### src/rtl/imm_decode_stage_if.sv
// Handshake and data bundle for imm_decode_stage.
// slave  : the view taken by the stage itself.
// master : the view taken by the surrounding fetch/decode logic.
interface imm_decode_stage_if #(
  parameter int XLEN  = 32,
  parameter int TAG_W = 5
);
  logic             i_valid;
  logic             o_ready;
  logic [31:0]      i_inst;
  logic [TAG_W-1:0] i_tag;
  logic             o_valid;
  logic             i_ready;
  logic [XLEN-1:0]  o_immediate;
  logic [5:0]       o_format;
  logic             o_illegal;
  logic [31:0]      o_inst;
  logic [TAG_W-1:0] o_tag;

  modport slave (
    input  i_valid, i_inst, i_tag, i_ready,
    output o_ready, o_valid, o_immediate, o_format, o_illegal, o_inst, o_tag
  );

  modport master (
    output i_valid, i_inst, i_tag, i_ready,
    input  o_ready, o_valid, o_immediate, o_format, o_illegal, o_inst, o_tag
  );
endinterface

### src/rtl/imm_decode_stage.sv
// Registered immediate-decode stage between fetch and decode.
// Decodes format and sign-extended immediate from the opcode, then carries
// the decoded beat through a 2-entry skid buffer (main + skid).
// Optional feature: define IMM_CSR_EN to give CSR*I instructions their
// zero-extended uimm (inst[19:15]) as the immediate.
module imm_decode_stage #(
  parameter int XLEN  = 32,
  parameter int TAG_W = 5
) (
  input logic          i_clk,
  input logic          i_rst_n,
  imm_decode_stage_if.slave bus
);

  typedef enum logic [5:0] {
    FMT_NONE = 6'b000000,
    FMT_R    = 6'b000001,
    FMT_I    = 6'b000010,
    FMT_S    = 6'b000100,
    FMT_B    = 6'b001000,
    FMT_U    = 6'b010000,
    FMT_J    = 6'b100000
  } fmt_e;

  localparam logic [6:0] OP_LUI      = 7'b0110111;
  localparam logic [6:0] OP_AUIPC    = 7'b0010111;
  localparam logic [6:0] OP_JAL      = 7'b1101111;
  localparam logic [6:0] OP_JALR     = 7'b1100111;
  localparam logic [6:0] OP_LOAD     = 7'b0000011;
  localparam logic [6:0] OP_IMM      = 7'b0010011;
  localparam logic [6:0] OP_SYSTEM   = 7'b1110011;
  localparam logic [6:0] OP_MISC_MEM = 7'b0001111;
  localparam logic [6:0] OP_STORE    = 7'b0100011;
  localparam logic [6:0] OP_BRANCH   = 7'b1100011;
  localparam logic [6:0] OP_OP       = 7'b0110011;
  localparam logic [6:0] OP_IMM_32   = 7'b0011011;
  localparam logic [6:0] OP_OP_32    = 7'b0111011;

  logic [31:0]        inst;
  fmt_e               dec_fmt;
  logic signed [31:0] dec_imm32;
  logic [XLEN-1:0]    dec_imm;
  logic               dec_ill;

  logic               main_valid;
  logic [31:0]        main_inst;
  logic [TAG_W-1:0]   main_tag;
  logic [XLEN-1:0]    main_imm;
  fmt_e               main_fmt;
  logic               main_ill;

  logic               skid_valid;
  logic [31:0]        skid_inst;
  logic [TAG_W-1:0]   skid_tag;
  logic [XLEN-1:0]    skid_imm;
  fmt_e               skid_fmt;
  logic               skid_ill;

  logic               accept;
  logic               consume;
  logic               main_free;

  assign inst = bus.i_inst;

  // Classify the format from the opcode and assemble the 32-bit immediate.
  always_comb begin
    // NOTE: every combinational output gets a default first so no path leaves it unassigned (no latch).
    dec_fmt   = FMT_NONE;
    dec_imm32 = '0;
    case (inst[6:0])
      OP_LUI, OP_AUIPC:                               dec_fmt = FMT_U;
      OP_JAL:                                         dec_fmt = FMT_J;
      OP_JALR, OP_LOAD, OP_IMM, OP_SYSTEM, OP_MISC_MEM: dec_fmt = FMT_I;
      OP_STORE:                                       dec_fmt = FMT_S;
      OP_BRANCH:                                      dec_fmt = FMT_B;
      OP_OP:                                          dec_fmt = FMT_R;
      OP_IMM_32:                                      dec_fmt = (XLEN == 64) ? FMT_I : FMT_NONE;
      OP_OP_32:                                       dec_fmt = (XLEN == 64) ? FMT_R : FMT_NONE;
      default:                                        dec_fmt = FMT_NONE;
    endcase
    case (dec_fmt)
      FMT_I:   dec_imm32 = {{20{inst[31]}}, inst[31:20]};
      FMT_S:   dec_imm32 = {{20{inst[31]}}, inst[31:25], inst[11:7]};
      FMT_B:   dec_imm32 = {{19{inst[31]}}, inst[31], inst[7], inst[30:25], inst[11:8], 1'b0};
      FMT_U:   dec_imm32 = {inst[31:12], 12'b0};
      FMT_J:   dec_imm32 = {{11{inst[31]}}, inst[31], inst[19:12], inst[20], inst[30:21], 1'b0};
      default: dec_imm32 = '0;
    endcase
`ifdef IMM_CSR_EN
    if (inst[6:0] == OP_SYSTEM && inst[14]) begin
      dec_imm32 = {27'b0, inst[19:15]};
    end
`endif
    // Signed size cast replicates bit 31 up to XLEN.
    dec_imm = XLEN'(dec_imm32);
    dec_ill = (dec_fmt == FMT_NONE);
  end

  // o_ready depends only on registered state (and reset), never on i_ready.
  assign bus.o_ready = i_rst_n & ~skid_valid;
  assign accept      = bus.i_valid & bus.o_ready;
  assign consume     = main_valid & bus.i_ready;
  assign main_free   = ~main_valid | consume;

  // Main entry and both valid flags: refill main from skid first, else from input.
  always_ff @(posedge i_clk) begin
    if (!i_rst_n) begin
      // NOTE: sequential state uses non-blocking assignments so all registers update together at the edge.
      main_valid <= 1'b0;
      skid_valid <= 1'b0;
      main_inst  <= '0;
      main_tag   <= '0;
      main_imm   <= '0;
      main_fmt   <= FMT_NONE;
      main_ill   <= 1'b0;
    end else if (main_free) begin
      if (skid_valid) begin
        main_valid <= 1'b1;
        skid_valid <= 1'b0;
        main_inst  <= skid_inst;
        main_tag   <= skid_tag;
        main_imm   <= skid_imm;
        main_fmt   <= skid_fmt;
        main_ill   <= skid_ill;
      end else if (accept) begin
        main_valid <= 1'b1;
        main_inst  <= inst;
        main_tag   <= bus.i_tag;
        main_imm   <= dec_imm;
        main_fmt   <= dec_fmt;
        main_ill   <= dec_ill;
      end else begin
        main_valid <= 1'b0;
      end
    end else if (accept) begin
      skid_valid <= 1'b1;
    end
  end

  // Skid payload captures a beat accepted while main is stalled.
  always_ff @(posedge i_clk) begin
    // NOTE: the skid payload has no reset; it is only ever read while skid_valid is set.
    if (accept && !main_free) begin
      skid_inst <= inst;
      skid_tag  <= bus.i_tag;
      skid_imm  <= dec_imm;
      skid_fmt  <= dec_fmt;
      skid_ill  <= dec_ill;
    end
  end

  assign bus.o_valid     = main_valid;
  assign bus.o_inst      = main_inst;
  assign bus.o_tag       = main_tag;
  assign bus.o_immediate = main_imm;
  assign bus.o_format    = main_fmt;
  assign bus.o_illegal   = main_ill;

endmodule
### src/flat_wrapper.sv
// flat-port wrapper written by rule: the top's interface ports become plain ports
module imm_decode_stage_flat 
#(
  parameter int XLEN  = 32,
  parameter int TAG_W = 5
)
  (i_clk, i_rst_n, bus_i_valid, bus_i_inst, bus_i_tag, bus_i_ready, bus_o_ready, bus_o_valid, bus_o_immediate, bus_o_format, bus_o_illegal, bus_o_inst, bus_o_tag);
  imm_decode_stage_if #(.XLEN(XLEN), .TAG_W(TAG_W)) bus_i ();
  input logic i_clk;
  input logic i_rst_n;
  input wire logic [$bits(bus_i.i_valid)-1:0] bus_i_valid;
  input wire logic [$bits(bus_i.i_inst)-1:0] bus_i_inst;
  input wire logic [$bits(bus_i.i_tag)-1:0] bus_i_tag;
  input wire logic [$bits(bus_i.i_ready)-1:0] bus_i_ready;
  output wire logic [$bits(bus_i.o_ready)-1:0] bus_o_ready;
  output wire logic [$bits(bus_i.o_valid)-1:0] bus_o_valid;
  output wire logic [$bits(bus_i.o_immediate)-1:0] bus_o_immediate;
  output wire logic [$bits(bus_i.o_format)-1:0] bus_o_format;
  output wire logic [$bits(bus_i.o_illegal)-1:0] bus_o_illegal;
  output wire logic [$bits(bus_i.o_inst)-1:0] bus_o_inst;
  output wire logic [$bits(bus_i.o_tag)-1:0] bus_o_tag;
  assign bus_i.i_valid = bus_i_valid;
  assign bus_i.i_inst = bus_i_inst;
  assign bus_i.i_tag = bus_i_tag;
  assign bus_i.i_ready = bus_i_ready;
  assign bus_o_ready = bus_i.o_ready;
  assign bus_o_valid = bus_i.o_valid;
  assign bus_o_immediate = bus_i.o_immediate;
  assign bus_o_format = bus_i.o_format;
  assign bus_o_illegal = bus_i.o_illegal;
  assign bus_o_inst = bus_i.o_inst;
  assign bus_o_tag = bus_i.o_tag;
  imm_decode_stage #(.XLEN(XLEN), .TAG_W(TAG_W)) u_core (.i_clk(i_clk), .i_rst_n(i_rst_n), .bus(bus_i));
endmodule
### config.mk
export PLATFORM = sky130hd
export DESIGN_NAME = imm_decode_stage_flat
export DESIGN_NICKNAME = d
export VERILOG_FILES = /design/src/rtl/imm_decode_stage_if.sv /design/src/rtl/imm_decode_stage.sv /design/src/flat_wrapper.sv
export SDC_FILE = /design/constraint.sdc
export NUM_CORES = 1
export LEC_CHECK = 0
export ABC_AREA = 1
export ABC_CLOCK_PERIOD_IN_PS = 9800
export BUFFER_PORTS_ARGS = -buffer_cell sky130_fd_sc_hd__buf_4
export CAP_MARGIN = 20
export CORE_ASPECT_RATIO = 1.75
export CORE_MARGIN = 2
export CORE_UTILIZATION = 46
export DETAILED_ROUTE_END_ITERATION = 16
export GPL_TIMING_DRIVEN = 0
export PLACE_DENSITY = 0.68
export SLEW_MARGIN = 0
export SYNTH_ARGS = -nofsm -noshare
export SYNTH_HDL_FRONTEND = slang
export SYNTH_SLANG_ARGS = --single-unit
### constraint.sdc
create_clock -name i_clk -period 9.8 [get_ports i_clk]
set_input_delay 0.49 -clock i_clk [delete_from_list [all_inputs] [get_ports i_clk]]
set_output_delay 0.49 -clock i_clk [all_outputs]
set_load 0.1 [all_outputs]
==> impl_metrics.tcl, run 1 <==
set metrics [dict create \
    avgSynthCellArea_um2 8.546 \
    reg2reg_depth 7 \
    synthArstFlopShare_pct 0 \
    layout_setup_ws_ns 7.503 \
    dr.pass1.iters 5 \
    cts_inserted_buffers 17 \
    core.rowCount 59 \
    syn_inst 807 \
    outcome "finished clean" \
    grt_max_degree 29 \
    viasPerCell 5.310 \
    htree_levels 4 \
    synth_nets 848 \
    multi_input_area_um2 2671 \
    min_period_ns 2.297 \
    setup_viol 0 \
    drt-total-wl_um 19390 \
    critical_path_class "input port to register" \
    io_pins 119 \
    layout.nets 987 \
    fill_cells 1398 \
    gr-total-overflow 0 \
    vdd_drop_max_uv 116.4 \
    dp_slack_ns 7.048 \
    p_leak_nw 4.024 \
    grtUsageTotal_pct 24.74 \
    syn_area_um2 6897 \
    cts_sinks 154 \
    cts-root-buf "clkbuf_16" \
    tns_ns 0 \
    drcViolationCount 0 \
    rr_endpoint "u_core.skid_inst[21]" \
    first_global_vias 5905 \
    drt_iter0_markers 330 \
    antenna_found_initial 0 \
    netlist-cell-type-count 26 \
    synth_area_leaders "edfxtp_1 33%, dfxtp_1 23%, nand2_1 13%" \
    hp-class "input port to register" \
    crit_path_end_kind "register" \
    cp.required_ns 9.93 \
    synth_flop_cell "dfxtp_1" \
    max_slew_margin_pct 47.77 \
    cts_resized 0 \
    antenna_left 0 \
    clk_latency_ns 0.43 \
    seq_area_um2 3844 \
    wl_per_cell_um 16.97 \
    cp-endpoint "u_core.skid_inst[21]" \
    cp-startpoint "i_rst_n" \
    synth-edff-count 76 \
    grt_pass1_wl_um 30130 \
    drv_slew 0 \
    p_per_area_nw_per_um2 181.9 \
    hpwl_um 14210 \
    startpoint_type "input port" \
    yosysTopAreaCell "edfxtp_1" \
    diodes 0 \
    die_area_um2 16030 \
    ff2ff_setup_slack_ns 7.62 \
    clkTransAtPathRegs_ns 0.07 \
    tritoncts "done" \
    arrival_ns 2.42 \
    post-route-period-util_pct 23.44 \
    ys_seq_area_share_pct 55.73 \
    syn2layout_area_growth_pct 25.42 \
    yosys_warnings 0 \
    p_total_mw 1.574 \
    io_buffers 117 \
    rsz0062_at_grt "false" \
    critPathMaxFanout 28 \
    synth_top_area_share_pct 33.09 \
    reg2reg_from "u_core.skid_valid" \
    clockBufferDepth 2 \
    layout-drive-gt1-share_pct 24.09 \
    hold_violations 0 \
    die_w_um 96.56 \
    fin_skew_ns 0.008401 \
    place_congestion 0.9739 \
    yosys_register_bits 154 \
    hold_buffers 0 \
    worst_pin_slew_ns 0.7835 \
    core_area_um2 14760 \
    fmax_mhz 435.4 \
    maxCapViolCount 0 \
    die_h_um 166.0 \
    vias 6064 \
    initial_utilization_pct 46.71 \
    cts_setup_buffers 0 \
]
cells by family (layout without fill, tap and decap cells):
group	count (synthesis)	after routing	synth area share (%)
AOI/OAI and AO/OA	129	129	11.01
buffers and inverters	83	235	5.642
DFF	154	154	55.73
and+or+nand+nor	441	441	27.61
synth_stat cells (18+ instances only):
cell type    n
nand2_1    236
nor2_1      85
nand3_1     81
dfxtp_1     78
edfxtp_1    76
o21ai_0     44
a31oi_1     37
a21oi_1     30
clkbuf_1    30
nor2_2      24
inv_1       22
a21oi_2     18
worst min path at each step:
stage,startpoint,to,slack [ns],cells past startpoint
after floorplan,u_core.skid_fmt[0],u_core.bus.o_format[0],0.49,2
after global placement,u_core.bus.o_immediate[7],u_core.bus.o_immediate[7],0.46,2
after detailed placement,u_core.bus.o_immediate[4],u_core.bus.o_immediate[4],0.46,2
after CTS,bus_i_inst[6],u_core.skid_inst[6],0.24,1
after global routing,bus_i_inst[6],u_core.skid_inst[6],0.24,1
final,bus_i_inst[6],u_core.skid_inst[6],0.24,1
state kept, by name, indices dropped and copies added, names as in the netlist:
register and cells:
u_core.bus.o_immediate 32, u_core.bus.o_inst 32, u_core.skid_imm 32, u_core.skid_inst 32, u_core.bus.o_format 6, u_core.skid_fmt 6
u_core.bus.o_tag 5, u_core.skid_tag 5, u_core.bus.o_illegal 1, u_core.bus.o_valid 1, u_core.skid_ill 1, u_core.skid_valid 1
report_power, final:
part / leakage (nW) / switching [mW] / internal, mW
Combinational: 2.38 / 0.181 / 0.0521
Clock: 0.271 / 0.286 / 0.355
Sequential: 1.38 / 0.00892 / 0.691
final cells by class:
class | instances | share of cell area, %
inverter | 28 | 1.215
timing repair buffer | 120 | 11.02
multi-input combinational | 570 | 30.88
tap | 183 | 2.647
clock buffer | 18 | 4.962
sequential | 154 | 44.44
buffer | 55 | 3.284
clock inverter | 14 | 1.548
layout by cell type, fill, tap and decap left out, types with 18 or more instances in the layout:
master	synthesis	final
nand2_1	236	236
buf_4	3	120
nor2_1	85	84
nand3_1	81	81
dfxtp_1	78	78
edfxtp_1	76	76
o21ai_0	44	44
a31oi_1	37	37
clkbuf_1	30	31
a21oi_1	30	30
nor2_2	24	24
inv_1	22	22
a21oi_2	18	18
routing by layer:
metal / track usage (%) / share of wire, % / vias up
li1: - / - / 2978
met1: 29.05 / 38 / 2836
met2: 43.24 / 53 / 209
met3: 4.265 / 5.3 / 41
met4: 10.53 / 3.1 / 0
met5: 0 / 0 / -
worst max-delay path, cell delays in order:
cell and delay, ns:
buf_2 0.20, clkinv_1 0.30, nor2_1 0.21, nand2_1 0.11, nor2_4 0.44, buf_12 0.28
buf_16 0.19, buf_16 0.17
through the flow:
stage | utilization, % | hold slack (ns) | instance area, um^2 | instances
3_5_place_dp | 54.77 | 0.4591 | 8087 | 1110
4_1_cts | 58.58 | 0.2362 | 8650 | 1142
6_report | 58.58 | 0.2424 | 8650 | 1142
2_1_floorplan | - | 0.4892 | 6897 | 807
3_3_place_gp | 54.21 | 0.4584 | 8004 | 1107
5_1_grt | 58.58 | 0.2383 | 8650 | 1142
No activity file was read; power rests on OpenSTA's default activity.
==> run 2, diff against run 1 <==
--- a/config.mk
+++ b/config.mk
@@ -5,8 +5,8 @@
 export SDC_FILE = /design/constraint.sdc
 export NUM_CORES = 1
 export LEC_CHECK = 0
-export ABC_AREA = 1
-export ABC_CLOCK_PERIOD_IN_PS = 9800
+export ABC_AREA = 0
+export ABC_CLOCK_PERIOD_IN_PS = 2200
 export BUFFER_PORTS_ARGS = -buffer_cell sky130_fd_sc_hd__buf_4
 export CAP_MARGIN = 20
 export CORE_ASPECT_RATIO = 1.75
==> constraint.sdc (replaced) <==
create_clock -name i_clk -period 2.2 [get_ports i_clk]
set_input_delay 0.11 -clock i_clk [delete_from_list [all_inputs] [get_ports i_clk]]
set_output_delay 0.11 -clock i_clk [all_outputs]
set_load 0.1 [all_outputs]
==> run 2 against run 1 <==
Effect of this change: sequential power rose to 4.5 times the previous value; register-to-register slack got worse by 7.3 ns; total power rose to 4.8 times the previous value; flip-flop and latch count did not move; hold slack got worse by 0.20 ns.
==> impl_metrics.tcl, run 2 <==
set metrics [dict create \
    core_area_um2 13910 \
    maxCapViolCount 0 \
    die_h_um 161.8 \
    grt_max_degree 77 \
    yosysMostFrequentCell "dfxtp_1" \
    wl_per_cell_um 19.45 \
    tritoncts "done" \
    timing.hold.ws_ns 0.03884 \
    cts_sinks 154 \
    hpwl_um 12600 \
    drv_slew 0 \
    hp-class "input port to register" \
    hold_violations 0 \
    cts-root-buf "clkbuf_16" \
    p_total_mw 7.554 \
    arrival_ns 1.90 \
    antenna_left 0 \
    yosys_warnings 0 \
    drt-total-wl_um 18370 \
    synthTopCellsByCount "78 x dfxtp_1, 76 x edfxtp_1, 50 x nor2_1" \
    cp.required_ns 2.25 \
    syn_area_um2 6545 \
    syn_inst 577 \
    avgSynthCellArea_um2 11.34 \
    synth_nets 618 \
    design_area_um2 8720 \
    crit_path_end_kind "register" \
    initial_utilization_pct 47.06 \
    drt_iter0_markers 330 \
    dpl-instance-area_um2 7685 \
    place_congestion 0.9666 \
    cts_inserted_buffers 17 \
    gr-total-overflow 0 \
    min_period_ns 1.854 \
    mostFrequentLayoutCells "123 x buf_4, 77 x dfxtp_1, 76 x edfxtp_1" \
    vdd_drop_max_uv 519.8 \
    drcViolationCount 0 \
    antenna_found_initial 0 \
    final_cells 944 \
    layout_setup_ws_ns 0.3461 \
    yosysTopAreaCell "edfxtp_1" \
    io_pins 119 \
    htree_levels 4 \
    grt_pass1_wl_um 27860 \
    yosys_register_bits 154 \
    layout.nets 795 \
    cp.buffers_inverters 3 \
    syn2layout_area_growth_pct 33.22 \
    worst_pin_slew_ns 0.7007 \
    grtUsageTotal_pct 24.01 \
    fmax_mhz 539.4 \
    synthArstFlopShare_pct 0 \
    clkTransAtPathRegs_ns 0.06 \
    critPathMaxFanout 38 \
    first_global_vias 5282 \
    vias 5355 \
    diodes 0 \
    netlist-cell-type-count 59 \
    synth-edff-count 76 \
    crit_chain "buf_6, buf_6, buf_6, nor2_4, and3_4" \
    fin_skew_ns 0.007677 \
    cts_setup_buffers 0 \
    viasPerCell 5.673 \
    critical_path_class "register to register" \
    synth_flop_cell "dfxtp_1" \
    post-route-util_pct 62.70 \
    die_area_um2 15240 \
    p_per_area_nw_per_um2 866.3 \
    clockBufferDepth 2 \
    outcome "finished clean" \
    slowest_stage "and3_4" \
    setup_viol 0 \
    synth_area_leaders "edfxtp_1 35%, dfxtp_1 24%, mux2i_1 5.4%" \
    startpoint_type "register" \
    die_w_um 94.17 \
    rsz0062_at_grt "false" \
    final_common_cell "buf_4" \
    tns_ns 0 \
    crit_path_frequent_cell "buf_6" \
    crit_family "simple AND/OR/NAND/NOR gates" \
    core.rowCount 57 \
    p_leak_nw 3.296 \
    post-route-period-util_pct 84.27 \
    max_stage_delay_ns 0.60 \
    max_slew_margin_pct 53.29 \
    dp_slack_ns -0.02976 \
    synth_top_area_share_pct 34.87 \
    clk_latency_ns 0.41 \
    dp.cells 872 \
    ys_seq_area_share_pct 58.73 \
    io_buffers 118 \
    dr.pass1.iters 5 \
    fill_cells 1157 \
    layout-drive-gt1-share_pct 29.07 \
]
run 2: worst min-delay path: cells and delay by family:
family | cells | cell delay, ns
buffers and inverters | 1 | 0.13
AOI/OAI and AO/OA | 1 | 0.08
and+or+nand+nor | 1 | 0.10
run 2: area by class of cell:
cell class	instances	area [um^2]	share of cell area [%]
sequential	154	3845	44.10
multi-input combinational	373	2442	28.01
timing repair buffer	157	1276	14.64
clock buffer	20	446.7	5.123
buffer	43	269.0	3.085
tap	177	221.5	2.540
clock inverter	12	186.4	2.138
inverter	8	32.53	0.3731
run 2: worst paths after layout:
kind / start / slack [ns] / to / depth (start not counted)
worst max-delay path: u_core.skid_valid / 0.35 / u_core.skid_imm[9] / 5
worst min-delay path: i_rst_n / 0.04 / u_core.bus.o_illegal / 3
worst max register to register: u_core.skid_valid / 0.35 / u_core.skid_imm[9] / 5
worst min register to register: u_core.bus.o_immediate[30] / 0.45 / u_core.bus.o_immediate[30] / 2
run 2: metal layers:
| layer | GRT usage [%] | vias to the layer above | wire length [um] |
|---|---|---|---|
| li1 | - | 2502 | - |
| met1 | 28.62 | 2607 | 6948 |
| met2 | 42.50 | 211 | 10040 |
| met3 | 3.200 | 35 | 855 |
| met4 | 10.74 | 0 | 517 |
| met5 | 0 | - | 0 |
run 2: repair_timing:
item	4_1_cts	5_1_grt
gates resized for setup	0	1
hold buffers	39	0
setup endpoints to repair	0	76
hold endpoints to repair	43	0
run 2: kinds of logic (layout without fill, tap and decap cells):
kind of cell,after synthesis,after routing,synth area share (%)
multiplexers,35,35,5.353
AO/OA/AOI/OAI,188,188,19.96
AND/OR/NAND/NOR,149,150,11.64
buffers and inverters,51,240,4.321
flip-flops,154,154,58.73
run 2: where the power goes:
part	leakage (nW)	internal (mW)	switching [mW]	total [mW]
Combinational	1.72	0.336	0.929	1.27
Sequential	1.28	3.10	0.0499	3.15
Clock	0.298	1.95	1.19	3.14
Total	3.30	5.39	2.17	7.55
==> run 3, diff against run 2 <==
--- a/config.mk
+++ b/config.mk
@@ -6,7 +6,7 @@
 export NUM_CORES = 1
 export LEC_CHECK = 0
 export ABC_AREA = 0
-export ABC_CLOCK_PERIOD_IN_PS = 2200
+export ABC_CLOCK_PERIOD_IN_PS = 1690
 export BUFFER_PORTS_ARGS = -buffer_cell sky130_fd_sc_hd__buf_4
 export CAP_MARGIN = 20
 export CORE_ASPECT_RATIO = 1.75
@@ -14,7 +14,7 @@
 export CORE_UTILIZATION = 46
 export DETAILED_ROUTE_END_ITERATION = 16
 export GPL_TIMING_DRIVEN = 0
-export PLACE_DENSITY = 0.68
+export PLACE_DENSITY = 0.71
 export SLEW_MARGIN = 0
 export SYNTH_ARGS = -nofsm -noshare
 export SYNTH_HDL_FRONTEND = slang
==> constraint.sdc (replaced) <==
create_clock -name i_clk -period 1.69 [get_ports i_clk]
set_input_delay 0.0845 -clock i_clk [delete_from_list [all_inputs] [get_ports i_clk]]
set_output_delay 0.0845 -clock i_clk [all_outputs]
set_load 0.1 [all_outputs]
==> run 3 against run 2 <==
Effect of this change: the run now ends with negative hold slack left; wire length up 2.8%; non-clock buffer count is 10 higher; fmax grew 14%; critical endpoint is now u_core.bus.o_format[5].
==> impl_metrics.tcl, run 3 (same netlist as run 2, synthesis figures left out) <==
set metrics [dict create \
    drv_slew 0 \
    cts_inserted_buffers 17 \
    core_area_um2 13910 \
    worstHoldEndpoint "u_core.bus.o_format[0]" \
    dp_slack_ns -0.4672 \
    worst_pin_slew_ns 0.6972 \
    maxCapViolCount 0 \
    initial_utilization_pct 47.06 \
    place_congestion 0.8797 \
    ff2ff_setup_slack_ns 0.07 \
    gr-total-overflow 0 \
    critical_path_class "register to register" \
    cp-startpoint "u_core.bus.o_valid" \
    cp.buffers_inverters 1 \
    crit_path_end_kind "register" \
    dr.pass1.iters 5 \
    hold_violations 2 \
    drcViolationCount 0 \
    drt_iter0_markers 525 \
    timing.hold.ws_ns -0.01516 \
    die_h_um 161.8 \
    clockBufferDepth 2 \
    viasPerCell 5.634 \
    tritoncts "done" \
    core.rowCount 57 \
    startpoint_type "register" \
    setup_viol 0 \
    cp.required_ns 1.97 \
    critPathMaxFanout 10 \
    grtUsageTotal_pct 24.83 \
    violations "negative hold slack" \
    cts_sinks 154 \
    crit_family "simple AND/OR/NAND/NOR gates" \
    outcome "complete, but fails checks" \
    reg2reg_from "u_core.bus.o_valid" \
    hpwl_um 12570 \
    rr_endpoint "u_core.bus.o_format[5]" \
    die_area_um2 15240 \
    vias 5386 \
    clk_latency_ns 0.41 \
    tns_ns 0 \
    final_cells 956 \
    max_slew_margin_pct 53.52 \
    grt_pass1_wl_um 28500 \
    arrival_ns 1.90 \
    fin_skew_ns 0.008436 \
    layout.nets 807 \
    min_period_ns 1.623 \
    vdd_drop_max_uv 731.7 \
    dp.cells 872 \
    antenna_left 0 \
    slowest_stage "dfxtp_4" \
    io_pins 119 \
    die_w_um 94.17 \
    layout_setup_ws_ns 0.06688 \
    p_per_area_nw_per_um2 1069 \
    htree_levels 4 \
    hold_depth 3 \
    cts-root-buf "clkbuf_16" \
    crit_chain "and2b_2, nor2_2, buf_2, o311ai_0, o21ai_0, nor2_1" \
    hp-class "input port to register" \
    post-route-period-util_pct 96.04 \
    layout-drive-gt1-share_pct 30.81 \
    grt_max_degree 39 \
    diodes 0 \
    max_stage_delay_ns 0.34 \
    p_leak_nw 3.381 \
    rsz0062_at_grt "false" \
    fmax_mhz 616.1 \
    clkTransAtPathRegs_ns 0.06 \
    min_from "i_rst_n" \
    drt-total-wl_um 18870 \
    reg2reg_depth 6 \
    first_global_vias 5349 \
    wl_per_cell_um 19.74 \
    mostFrequentLayoutCells "128 x buf_4, 77 x dfxtp_1, 76 x edfxtp_1" \
    syn2layout_area_growth_pct 35.75 \
    final_common_cell "buf_4" \
    antenna_found_initial 0 \
    io_buffers 118 \
]
-- run 3: changes by cell type in the layout (fill, tap and decap cells not counted), sizes merged --
cell | before | now
and3 | 4 | 6
bufinv | 4 | 0
clkinv | 1 | 4
clkbuf | 31 | 37
inv | 12 | 10
clkinvlp | 3 | 2
buf | 150 | 158
-- run 3: cell type report --
cell class | count | area, um^2
fill | 1131 | 5022
inverter | 8 | 32.53
sequential | 154 | 3847
timing repair buffer | 168 | 1434
tap | 177 | 221.5
clock buffer | 24 | 534.3
clock inverter | 8 | 53.80
buffer | 42 | 277.8
multi-input combinational | 375 | 2484
-- run 3: worst register-to-register path, cell delays in order (launching register included) --
cell,delay [ns]
dfxtp_4,0.34
and2b_2,0.23
nor2_2,0.24
buf_2,0.32
o311ai_0,0.20
o21ai_0,0.11
nor2_1,0.05
-- run 3: power breakdown --
part	total [mW]	leakage (nW)	internal, mW	switching [mW]
sequential	4.11	1.28	4.04	0.0663
combinational	1.69	1.82	0.463	1.23
clock	3.70	0.289	2.21	1.49
-- run 3: per-layer routing --
layer	share of wire [%]	track usage, %	vias up	wire length [um]
li1	-	-	2529	-
met1	37	28.96	2602	7007
met2	55	43.96	218	10380
met3	5.2	4.128	37	972
met4	2.7	11.26	0	513
met5	0	0	-	0
-- run 3: repair_timing --
action	4_1_cts	5_1_grt
pin swaps	2	4
hold endpoints to repair	63	0
setup buffers	0	11
hold buffers	39	0
gates resized for setup	4	15
cloned	2	1
setup endpoints to repair	77	92
-- run 3: worst max path at each step --
stage | endpoint | slack [ns] | cells past startpoint
after floorplan | u_core.skid_fmt[0] | -0.66 | 5
after global placement | u_core.skid_inst[16] | -0.46 | 5
after detailed placement | u_core.skid_inst[15] | -0.47 | 5
after CTS | u_core.skid_inst[10] | -0.13 | 5
after global routing | u_core.bus.o_format[5] | 0.01 | 6
final | u_core.bus.o_format[5] | 0.07 | 6
-- run 3: metrics by stage --
step,area [um^2],power [mW],utilization (%)
2_1_floorplan,6580,5.315,-
3_3_place_gp,7687,5.731,55.28
3_5_place_dp,7687,5.755,55.28
4_1_cts,8695,9.477,62.52
5_1_grt,8885,9.800,63.89
6_report,8885,9.500,63.89
